--- src/rtl/addr_latch_decoder.sv ---
// Clocked addressable latch bank plus registered active-low one-hot decoder.
// Optional strobe sequencer (busy, timed dec_n strobe) enabled by macro ALD_PULSE_EN.
module addr_latch_decoder #(
  parameter  int SEL_W     = 3,
  parameter  int PULSE_LEN = 4,
  localparam int N_OUT     = 2 ** SEL_W
) (
  input  logic             clk,
  input  logic             reset,
  input  logic             g_n,
  input  logic             clr_n,
  input  logic [SEL_W-1:0] sel,
  input  logic             d,
  input  logic             pulse,
  output logic [N_OUT-1:0] q,
  output logic [N_OUT-1:0] dec_n,
  output logic             busy
);

  localparam logic [N_OUT-1:0] LP_ONE = N_OUT'(1);

  logic [N_OUT-1:0] r_q;
  logic [N_OUT-1:0] r_dec_n;
  logic [N_OUT-1:0] w_q_next;
  logic [N_OUT-1:0] w_dec_next;

  // Latch-bank mode is {g_n, clr_n}: 01 addressable, 11 memory, 00 demux, 10 clear.
  always_comb begin
    // NOTE: every combinational output gets a default first so no path leaves it unassigned (no latch).
    w_q_next = r_q;
    unique case ({g_n, clr_n})
      2'b01: w_q_next[sel] = d;
      2'b00: begin
        w_q_next      = '0;
        w_q_next[sel] = d;
      end
      2'b10:   w_q_next = '0;
      default: w_q_next = r_q;
    endcase
  end

  always_comb begin
    w_dec_next = '1;
    if (!g_n) w_dec_next = ~(LP_ONE << sel);
  end

  always_ff @(posedge clk or posedge reset) begin
    if (reset) begin
      r_q     <= '0;
      r_dec_n <= '1;
    end else begin
      // NOTE: sequential state uses non-blocking assignments so all registers update from pre-edge values.
      r_q     <= w_q_next;
      r_dec_n <= w_dec_next;
    end
  end

  assign q = r_q;

`ifdef ALD_PULSE_EN
  localparam logic [0:0] IDLE   = 1'b0;
  localparam logic [0:0] ACTIVE = 1'b1;
  localparam logic [7:0] LP_CNT_LOAD = 8'(PULSE_LEN - 1);

  logic [0:0]       r_state;
  logic [7:0]       r_cnt;
  logic [SEL_W-1:0] r_psel;
  logic             r_busy;
  logic [N_OUT-1:0] w_strobe_mask;

  // A new request while ACTIVE restarts the strobe on the new address.
  always_ff @(posedge clk or posedge reset) begin
    if (reset) begin
      r_state <= IDLE;
      r_cnt   <= '0;
      r_psel  <= '0;
      r_busy  <= 1'b0;
    end else begin
      unique case (r_state)
        IDLE: begin
          if (pulse) begin
            r_state <= ACTIVE;
            r_psel  <= sel;
            r_cnt   <= LP_CNT_LOAD;
            r_busy  <= 1'b1;
          end
        end
        default: begin
          if (pulse) begin
            r_psel <= sel;
            r_cnt  <= LP_CNT_LOAD;
          end else if (r_cnt == 8'd0) begin
            r_state <= IDLE;
            r_busy  <= 1'b0;
          end else begin
            r_cnt <= r_cnt - 8'd1;
          end
        end
      endcase
    end
  end

  // Strobe and normal decode are both registered, so the AND cannot glitch between edges.
  assign w_strobe_mask = (r_state == ACTIVE) ? (LP_ONE << r_psel) : '0;
  assign dec_n         = r_dec_n & ~w_strobe_mask;
  assign busy          = r_busy;
`else
  logic w_unused_pulse;

  assign w_unused_pulse = ^{pulse, 8'(PULSE_LEN)};
  assign dec_n          = r_dec_n;
  assign busy           = 1'b0;
`endif

endmodule

--- config.mk ---
export PLATFORM = sky130hd
export DESIGN_NAME = addr_latch_decoder
export DESIGN_NICKNAME = d
export VERILOG_FILES = /design/src/rtl/addr_latch_decoder.sv
export SDC_FILE = /design/constraint.sdc
export NUM_CORES = 1
export LEC_CHECK = 0
export ABC_AREA = 1
export ABC_CLOCK_PERIOD_IN_PS = 1000
export CAP_MARGIN = 20
export CORE_MARGIN = 2
export CORE_UTILIZATION = 31
export CTS_BUF_LIST = sky130_fd_sc_hd__clkbuf_16
export CTS_CLUSTER_DIAMETER = 40
export DETAILED_ROUTE_END_ITERATION = 8
export GPL_TIMING_DRIVEN = 0
export SKIP_CTS_REPAIR_TIMING = 1
export SLEW_MARGIN = 20
export SYNTH_ARGS = -nofsm -noshare
export SYNTH_HDL_FRONTEND = slang
export SYNTH_SLANG_ARGS = --single-unit
--- constraint.sdc ---
create_clock -name clk -period 1 [get_ports clk]
set_clock_uncertainty 0.15 [all_clocks]
set_input_delay 0.2 -clock clk [delete_from_list [all_inputs] [get_ports clk]]
set_output_delay 0.2 -clock clk [all_outputs]
set_load 0.02 [all_outputs]
-- Yosys cells after proc, flatten, opt, wreduce, memory -nomap -nowiden
Index checks and enable logic that the tools add are counted.
- shifts and indexed selects: 1
- bitwise gates (word level): 2
- $mul: 0
- div/mod/pow operators: 0
- magnitude comparators: 2
- add/sub/neg operators: 0
- multiplexer cells: 5
- reduce and logical (&&, ||, !) cells: 3
- equal/unequal tests: 2
- operators by type and width (cell ; count):
    $pmux 8 s3 ; 1
    $and 8x8->8 ; 1
    $bwmux 8 ; 1
    $mux 8 ; 1
    $not 8->8 ; 1
    $shl 1x3->8 const A ; 1
    $lt 3x4->1 const B ; 1
    $demux 1 s3 ; 1
    $ge 3x1->1 const B ; 1
    $reduce_bool 3->1 ; 1
    $eq 2x1->1 const B ; 1
    $eq 2x2->1 const B ; 1
    $logic_not 2->1 ; 1
    $logic_and 1x1->1 ; 1
    $mux 1 ; 1
- logic and storage cells: 17
- input port bits: 9
- RAM bits: 0
- output and inout bits: 17
- register bits: 16
- memories kept: 0
- memory bits (read-only): 0
- latch bits: 0

-- Logic depth before layout (Yosys ltp)
Gate-level depths: netlist of the first run.
- depth after elaboration: 6
- gate-level depth with buffers: 5
- gate-level depth less buffers: 5

-- Worst setup path after synthesis of the first run
OpenSTA, ideal clock, no wires.
- path type: flip-flop to flip-flop
- from: reg with a tool-made name
- to: reg with a tool-made name
- data required time: 733 ps
- stages on the path, launching flop included: 5
- path slack: 95 ps
- buffers on the path: 0
- setup time: 117 ps
- period minus slack after synthesis: 905 ps
- arrival: 638 ps
- path through: dfrtp_1 -> nand2_1 -> inv_1 -> nand2_1 -> nand2_1

-- Final worst setup path of the first run
- from: reg r_dec_n[6] (netlist: dec_n[6])
- to: out dec_n[6]
- RTL lines (item ; line ; text):
    start: declaration ; 23 ; logic [N_OUT-1:0] r_dec_n;
    start signal: assignment ; 54 ; r_dec_n <= w_dec_next;
    end: declaration ; 16 ; output logic [N_OUT-1:0] dec_n,
No word-level cell between the ends.

==> impl_metrics.env, run 1 <==
export IMPL_firstDrtPassIters=4
export IMPL_post_place_ws_ns=-0.489
export IMPL_timing_fmax_mhz=813
export IMPL_register_area_um2=410
export IMPL_share_seq_of_total_power=0.421
export IMPL_crit_type="reg -> out"
export IMPL_cp_end_kind="primary output"
export IMPL_drc=0
export IMPL_synth_compound_area_frac=0
export IMPL_synth_simple_area_share=0.301
export IMPL_grt_pass1_wl_um=2030
export IMPL_die_h_um=51.0
export IMPL_cts_tree="built"
export IMPL_clock_latency_ns=0.24
export IMPL_synth_top_family_by_area="simple AND/OR/NAND/NOR gates"
export IMPL_core_area_mm2=0.00215
export IMPL_grt_setup_unrepaired="yes"
export IMPL_required_ns=0.65
export IMPL_drtIter0Drc=7
export IMPL_grt_pass1_vias=437
export IMPL_port_buffers=21
export IMPL_cts_buffers=3
export IMPL_cpLargestDelayFamily="flip-flops"
export IMPL_multi_input_area_um2=218
export IMPL_yosysTopAreaCellShare=0.307
export IMPL_fin_crit_ns=1.23
export IMPL_fillCellCount=207
export IMPL_drive_gt1_frac=0.349
export IMPL_power_switching_uw=347
export IMPL_fin_hold_ws_ns=0.169
export IMPL_nNetsFinal=116
export IMPL_synth_xor_area_frac=0
export IMPL_routabilityCongestion=0.767
export IMPL_p_per_area_mw_per_mm2=1530
export IMPL_vias=528
export IMPL_syn2layout_area_growth_pct=55.5
export IMPL_grt_total_usage=0.108
export IMPL_slew_violations=0
export IMPL_cp_buffers_inverters=1
export IMPL_drt_wl_total_um=1270
export IMPL_initial_utilization=0.319
export IMPL_power_leakage_uw=0.000617
export IMPL_seq_area_frac_synth=0.599
export IMPL_p_sw_frac=0.213
export IMPL_crit_fanout=1
export IMPL_worst_hold_path_type="in -> async"
export IMPL_n_antenna_cell=0
export IMPL_status="finished, violations left"
export IMPL_syn_num_nets=88
export IMPL_dp_cells=128
export IMPL_crit_chain="buf_6"
export IMPL_timing_final_ws_setup_ns=-0.230
export IMPL_maxCapViolations=0
export IMPL_grt_overflow_total=0
export IMPL_dieArea_mm2=0.00260
export IMPL_chipWidth_um=51.0
export IMPL_routedWlPerCell_um=9.46
export IMPL_tns_ns=-2.61
export IMPL_path_clk_slew_ns=0.05
export IMPL_worstSetupStartpointType="flop"
export IMPL_clockPowerShare=0.467
export IMPL_yosys_warnings=0
export IMPL_rows=17
export IMPL_synthMuxAreaShare=0
export IMPL_hpwl_um=908
export IMPL_arrival_ns=0.88
export IMPL_synth_seq_cells=16
export IMPL_cts_root_buf="clkbuf_16"
export IMPL_synth_area_per_cell_um2=8.68
export IMPL_r2r_slack_ns=0.06
export IMPL_cts_sinks=16
export IMPL_combinationalPowerShare=0.112
export IMPL_max_slew_margin_rel=0.617
export IMPL_htree_levels=1
export IMPL_critical_path_slowest_cell="dfstp_2"
export IMPL_netlist_area_um2=686
export IMPL_fin_crit_sh=1.23
export IMPL_critPathMaxStageDelay_ns=0.53
export IMPL_synthCells=79
export IMPL_viasPerCell=3.94
export IMPL_ant_nets=0
export IMPL_synthAdderAreaFrac=0
export IMPL_hold_viol=0
export IMPL_violations="setup timing"
export IMPL_yosys_area_top_type="dfstp_2"
export IMPL_antenna_found_initial=0
export IMPL_clk_path_buf_depth=2
export IMPL_synth_distinct_cells=13
export IMPL_yosys_top_cells_area="dfstp_2 31%, dfrtp_1 29%, nand2_1 18%, inv_1 6.6%, nand3_1 5.8%"
export IMPL_ir_drop_uv=777
export IMPL_finalSetupViolCount=16
export IMPL_fin_cells=134
export IMPL_io_pins=26
export IMPL_p_int_uw=1280
export IMPL_worstMarginPinSlew_ns=0.574
export IMPL_grt_max_degree=17
-- worst paths after layout --
check,startpoint,to,cells past startpoint
setup / recovery,dec_n[6],dec_n[6],1
hold / removal,reset,async pin,2
setup reg to reg,flop,flop,5
hold reg to reg,flop,flop,4
max in group asynchronous,reset,dec_n[7],2
min in group clk,sel[2],dec_n[3],3
-- power by group through the flow --
stage | registers, uW | clock network [uW] | logic [uW]
5_1_grt | 688 | 820 | 199
3_3_place_gp | 692 | 0 | 176
4_1_cts | 682 | 785 | 176
6_report | 687 | 761 | 183
2_1_floorplan | 718 | 0 | 68.9
3_5_place_dp | 692 | 0 | 176
-- layout make-up --
type	instances	area share
plain buffers	3	0.0153
clock buffers	3	0.0704
clock inverters	1	0.00352
inverters	13	0.0458
multi-input cells	47	0.204
flip-flops and latches	16	0.385
well taps	28	0.0329
repair buffers	23	0.243
-- stage by stage --
stage / util / instance area (um2) / total power, uW
2_1_floorplan: - / 686 / 787
3_3_place_gp: 0.433 / 931 / 867
3_5_place_dp: 0.433 / 931 / 868
4_1_cts: 0.470 / 1010 / 1640
5_1_grt: 0.496 / 1070 / 1710
6_report: 0.496 / 1070 / 1630
-- worst reg2reg max path: cells and delay by family, from the launching register on --
family | cells | cell delay, ns
DFF | 1 | 0.38
and+or+nand+nor | 3 | 0.13
buffers and inverters | 2 | 0.16
-- synth_stat cells --
master / number
nor2_4: 1
dfrtp_1: 8
inv_2: 1
buf_4: 1
buf_2: 1
dfstp_2: 8
inv_1: 12
conb_1: 1
nand3_1: 8
nor2_1: 3
nand2_1: 33
buf_1: 1
nor2_8: 1
-- cell families after synthesis --
group | count (synthesis)
buffers and inverters | 16
and+or+nand+nor | 46
other | 1
DFF | 16
-- placed cells by master, fill, tap and decap left out --
cell	n
buf_1	1
buf_2	1
buf_4	2
buf_6	17
clkbuf_16	3
clkdlybuf4s50_1	1
clkinv_1	1
conb_1	1
dfrtp_1	8
dfstp_2	8
dlymetal6s2s_1	4
inv_1	12
inv_2	1
nand2_1	33
nand3_1	8
nor2_2	3
nor2_4	1
nor2_8	1
-- routing by layer --
layer	GRT usage	up-vias	routed length, um
met4	0.0541	0	15
li1	-	284	-
met1	0.138	228	540
met5	0	-	0
met3	0.0322	2	81
met2	0.167	14	630
Note: power is estimated with default switching activity, not from simulation.
==> run 2: changes to the inputs <==
--- a/config.mk
+++ b/config.mk
@@ -9,3 +9,2 @@
 export ABC_CLOCK_PERIOD_IN_PS = 1000
-export CAP_MARGIN = 20
 export CORE_MARGIN = 2
--- a/constraint.sdc
+++ b/constraint.sdc
@@ -4,2 +4,2 @@
 set_output_delay 0.2 -clock clk [all_outputs]
-set_load 0.02 [all_outputs]
+set_load 0.1 [all_outputs]
==> impl_metrics.env, run 2 (synthesized netlist as in run 1, its figures left out) <==
export IMPL_drive_gt1_frac=0.427
export IMPL_grt_pass1_vias=510
export IMPL_routabilityCongestion=0.729
export IMPL_cp_end_kind="primary output"
export IMPL_required_ns=0.65
export IMPL_htree_levels=1
export IMPL_arrival_ns=1.03
export IMPL_port_buffers=21
export IMPL_ant_nets=0
export IMPL_n_antenna_cell=0
export IMPL_final_common_cell="nand2_1"
export IMPL_io_pins=26
export IMPL_cpLargestDelayFamily="flip-flops"
export IMPL_drt_wl_total_um=1520
export IMPL_hold_viol=0
export IMPL_cts_sinks=16
export IMPL_clock_latency_ns=0.24
export IMPL_clk_path_buf_depth=2
export IMPL_grt_total_usage=0.117
export IMPL_crit_chain="buf_12"
export IMPL_viasPerCell=4.26
export IMPL_worstSetupStartpointType="flop"
export IMPL_maxCapViolations=0
export IMPL_dieArea_mm2=0.00260
export IMPL_worst_hold_path_type="in -> async"
export IMPL_fin_hold_ws_ns=0.141
export IMPL_slew_violations=0
export IMPL_grt_setup_unrepaired="yes"
export IMPL_chipWidth_um=51.0
export IMPL_routedWlPerCell_um=11.6
export IMPL_critical_path_slowest_cell="dfstp_4"
export IMPL_firstDrtPassIters=4
export IMPL_final_cell_mix="32 x nand2_1, 16 x buf_12, 11 x inv_1"
export IMPL_cp_buffers_inverters=1
export IMPL_cts_buffers=3
export IMPL_crit_type="reg -> out"
export IMPL_grt_overflow_total=0
export IMPL_power_leakage_uw=0.000638
export IMPL_antenna_found_initial=0
export IMPL_vias=558
export IMPL_core_area_mm2=0.00215
export IMPL_cts_tree="built"
export IMPL_drtIter0Drc=4
export IMPL_finalSetupViolCount=16
export IMPL_fin_crit_ns=1.38
export IMPL_p_per_area_mw_per_mm2=1450
export IMPL_crit_fanout=1
export IMPL_timing_final_ws_setup_ns=-0.379
export IMPL_hpwl_um=963
export IMPL_violations="setup timing"
export IMPL_syn2layout_area_growth_pct=82.7
export IMPL_die_h_um=51.0
export IMPL_critPathMaxStageDelay_ns=0.62
export IMPL_fin_crit_sh=1.38
export IMPL_ir_drop_uv=834
export IMPL_status="finished, violations left"
export IMPL_drc=0
export IMPL_nNetsFinal=114
export IMPL_r2r_slack_ns=0.05
export IMPL_cts_root_buf="clkbuf_16"
export IMPL_cp_depth=1
export IMPL_rr_worst_depth=4
export IMPL_grt_max_degree=17
export IMPL_initial_utilization=0.319
export IMPL_grt_pass1_wl_um=2100
export IMPL_path_clk_slew_ns=0.05
export IMPL_timing_fmax_mhz=725
export IMPL_rows=17
export IMPL_post_place_ws_ns=-1.06
## run 2: final cells by class
cell class	instances	area [um2]
Fill cell	172	896
Sequential cell	16	470
Timing Repair Buffer	21	380
Multi-Input combinational cell	47	223
Clock buffer	3	75.1
Inverter	13	52.6
Tap cell	28	35.0
Buffer	3	16.3
## run 2: worst paths after layout
path                          start   endpoint
min in group clk             sel[2]   dec_n[2]
max in group asynchronous     reset   dec_n[5]
max reg2reg                    flop       flop
min reg2reg                    flop       flop
min                           reset  async pin
max                        dec_n[6]   dec_n[6]
## run 2: power by group
group,internal [uW],switching [uW],total (uW)
combinational,114,243,358
clock,523,225,748
sequential,686,19.5,706
## run 2: metal layers
metal,track usage,share of wire
met4,0.149,0.049
met1,0.111,0.34
met2,0.199,0.58
met5,0,0
met3,0.00877,0.036
## run 2: stage by stage
| stage | utilization | power, uW | instances | TNS [ns] | instance area, um2 |
|---|---|---|---|---|---|
| floorplan | - | 933 | 79 | -1.52 | 746 |
| global placement | 0.461 | 1010 | 128 | -23.98 | 991 |
| detailed placement | 0.461 | 1010 | 128 | -24.48 | 991 |
| CTS | 0.496 | 1770 | 131 | -21.87 | 1070 |
| global route | 0.583 | 1870 | 131 | -5.27 | 1250 |
| finish | 0.583 | 1810 | 131 | -5.00 | 1250 |
==> run 3: changes to the inputs <==
CORE_MARGIN = 5   (was 2)
DONT_BUFFER_PORTS = 1   (was not set)
==> impl_metrics.env, run 3 (synthesized netlist as in run 1, its figures left out) <==
export IMPL_status="finished, violations left"
export IMPL_violations="hold timing, setup timing"
export IMPL_chipWidth_um=57.0
export IMPL_dp_cells=107
export IMPL_port_buffers=0
export IMPL_required_ns=0.65
export IMPL_io_pins=26
export IMPL_tns_ns=-5.54
export IMPL_timing_fmax_mhz=727
export IMPL_maxCapViolations=0
export IMPL_htree_levels=1
export IMPL_rows=17
export IMPL_drt_wl_total_um=1310
export IMPL_grt_overflow_total=0
export IMPL_final_common_cell="nand2_1"
export IMPL_cp_end_kind="primary output"
export IMPL_final_cell_mix="22 x nand2_1, 11 x nand2_2, 8 x nand3_1, 8 x dfrtp_4, 8 x dfstp_4"
export IMPL_ant_nets=0
export IMPL_p_per_area_mw_per_mm2=1920
export IMPL_die_h_um=57.0
export IMPL_vias=477
export IMPL_fin_hold_ws_ns=-0.248
export IMPL_max_slew_margin_rel=0.613
export IMPL_grt_pass1_wl_um=2210
export IMPL_crit_type="reg -> out"
export IMPL_grt_setup_unrepaired="yes"
export IMPL_timing_final_ws_setup_ns=-0.376
export IMPL_clock_latency_ns=0.24
export IMPL_worstMarginPinSlew_ns=0.580
export IMPL_hpwl_um=974
export IMPL_hold_viol=24
export IMPL_route_met2_wl_um=617
export IMPL_path_clk_slew_ns=0.05
export IMPL_grt_pass1_vias=478
export IMPL_highest_layer="met4"
export IMPL_fin_crit_sh=1.38
export IMPL_viasPerCell=4.34
export IMPL_cts_root_buf="clkbuf_16"
export IMPL_wl_met1_um=481
export IMPL_cts_buffers=3
export IMPL_firstDrtPassIters=2
export IMPL_routedWlPerCell_um=11.9
export IMPL_routed_wl_met3_um=150
export IMPL_finalSetupViolCount=24
export IMPL_drc=0
export IMPL_drive_gt1_frac=0.500
export IMPL_arrival_ns=1.03
export IMPL_ir_drop_uv=851
export IMPL_core_area_mm2=0.00217
export IMPL_r2r_slack_ns=-0.12
export IMPL_cts_sinks=16
export IMPL_power_leakage_uw=0.000426
export IMPL_crit_fanout=1
export IMPL_fin_crit_ns=1.38
export IMPL_slew_violations=0
export IMPL_initial_utilization=0.316
export IMPL_nNetsFinal=93
export IMPL_worstSetupStartpointType="flop"
export IMPL_power_uw=1700
export IMPL_worst_hold_path_type="in -> async"
export IMPL_syn2layout_area_growth_pct=28.8
export IMPL_dieArea_mm2=0.00325
export IMPL_grt_total_usage=0.0950
export IMPL_routabilityCongestion=0.677
export IMPL_antenna_found_initial=0
export IMPL_fin_cells=110
export IMPL_clk_path_buf_depth=2
export IMPL_cts_tree="built"
export IMPL_n_antenna_cell=0
export IMPL_grt_max_degree=17
export IMPL_drtIter0Drc=6
[run 3: cell count changes in the layout (fill, tap and decap cells not counted)]
cell,delta
inv_1,-5
clkdlybuf4s50_1,-1
nor2_1,+2
clkinvlp_4,-1
nand2_1,-10
inv_2,+6
nor2_4,-1
buf_12,-16
nor2_2,-1
dlymetal6s2s_1,-4
nand2_2,+10
[run 3: area by class of cell]
class,instances,area (um2)
plain buffers,3,16.3
clock buffers,3,75.1
fillers,220,1290
inverters,13,48.8
multi-input cells,47,238
flip-flops and latches,16,470
well taps,28,35.0
[run 3: power by group]
| group | internal, uW | leakage, uW | switching, uW | total (uW) |
|---|---|---|---|---|
| clock | 523 | 0.0000370 | 228 | 751 |
| sequential | 689 | 0.000178 | 157 | 846 |
| combinational | 25.6 | 0.000211 | 76.1 | 102 |
| total | 1240 | 0.000426 | 461 | 1700 |
[run 3: final timing paths]
path | start | endpoint | cells past startpoint
max | dec_n[2] | dec_n[2] | 0
min | reset | async pin | 1
max reg2reg | flop | flop | 4
min reg2reg | flop | flop | 4
max in group asynchronous | reset | async pin | 1
min in group clk | g_n | dec_n[5] | 2
[run 3: metrics by stage]
step | worst slack [ns] | hold WS [ns] | utilization | instance area (um2)
2_1_floorplan | -0.110 | -0.0418 | - | 746
3_3_place_gp | -0.115 | 0.0234 | 0.360 | 781
3_5_place_dp | -0.123 | 0.0313 | 0.360 | 781
4_1_cts | -0.384 | -0.232 | 0.394 | 856
5_1_grt | -0.392 | -0.199 | 0.407 | 883
6_report | -0.376 | -0.248 | 0.407 | 883
[run 3: layer usage]
layer,track usage,vias to the layer above
li1,-,234
met1,0.0948,215
met2,0.137,20
met3,0.0475,8
met4,0.0993,0
met5,0,-
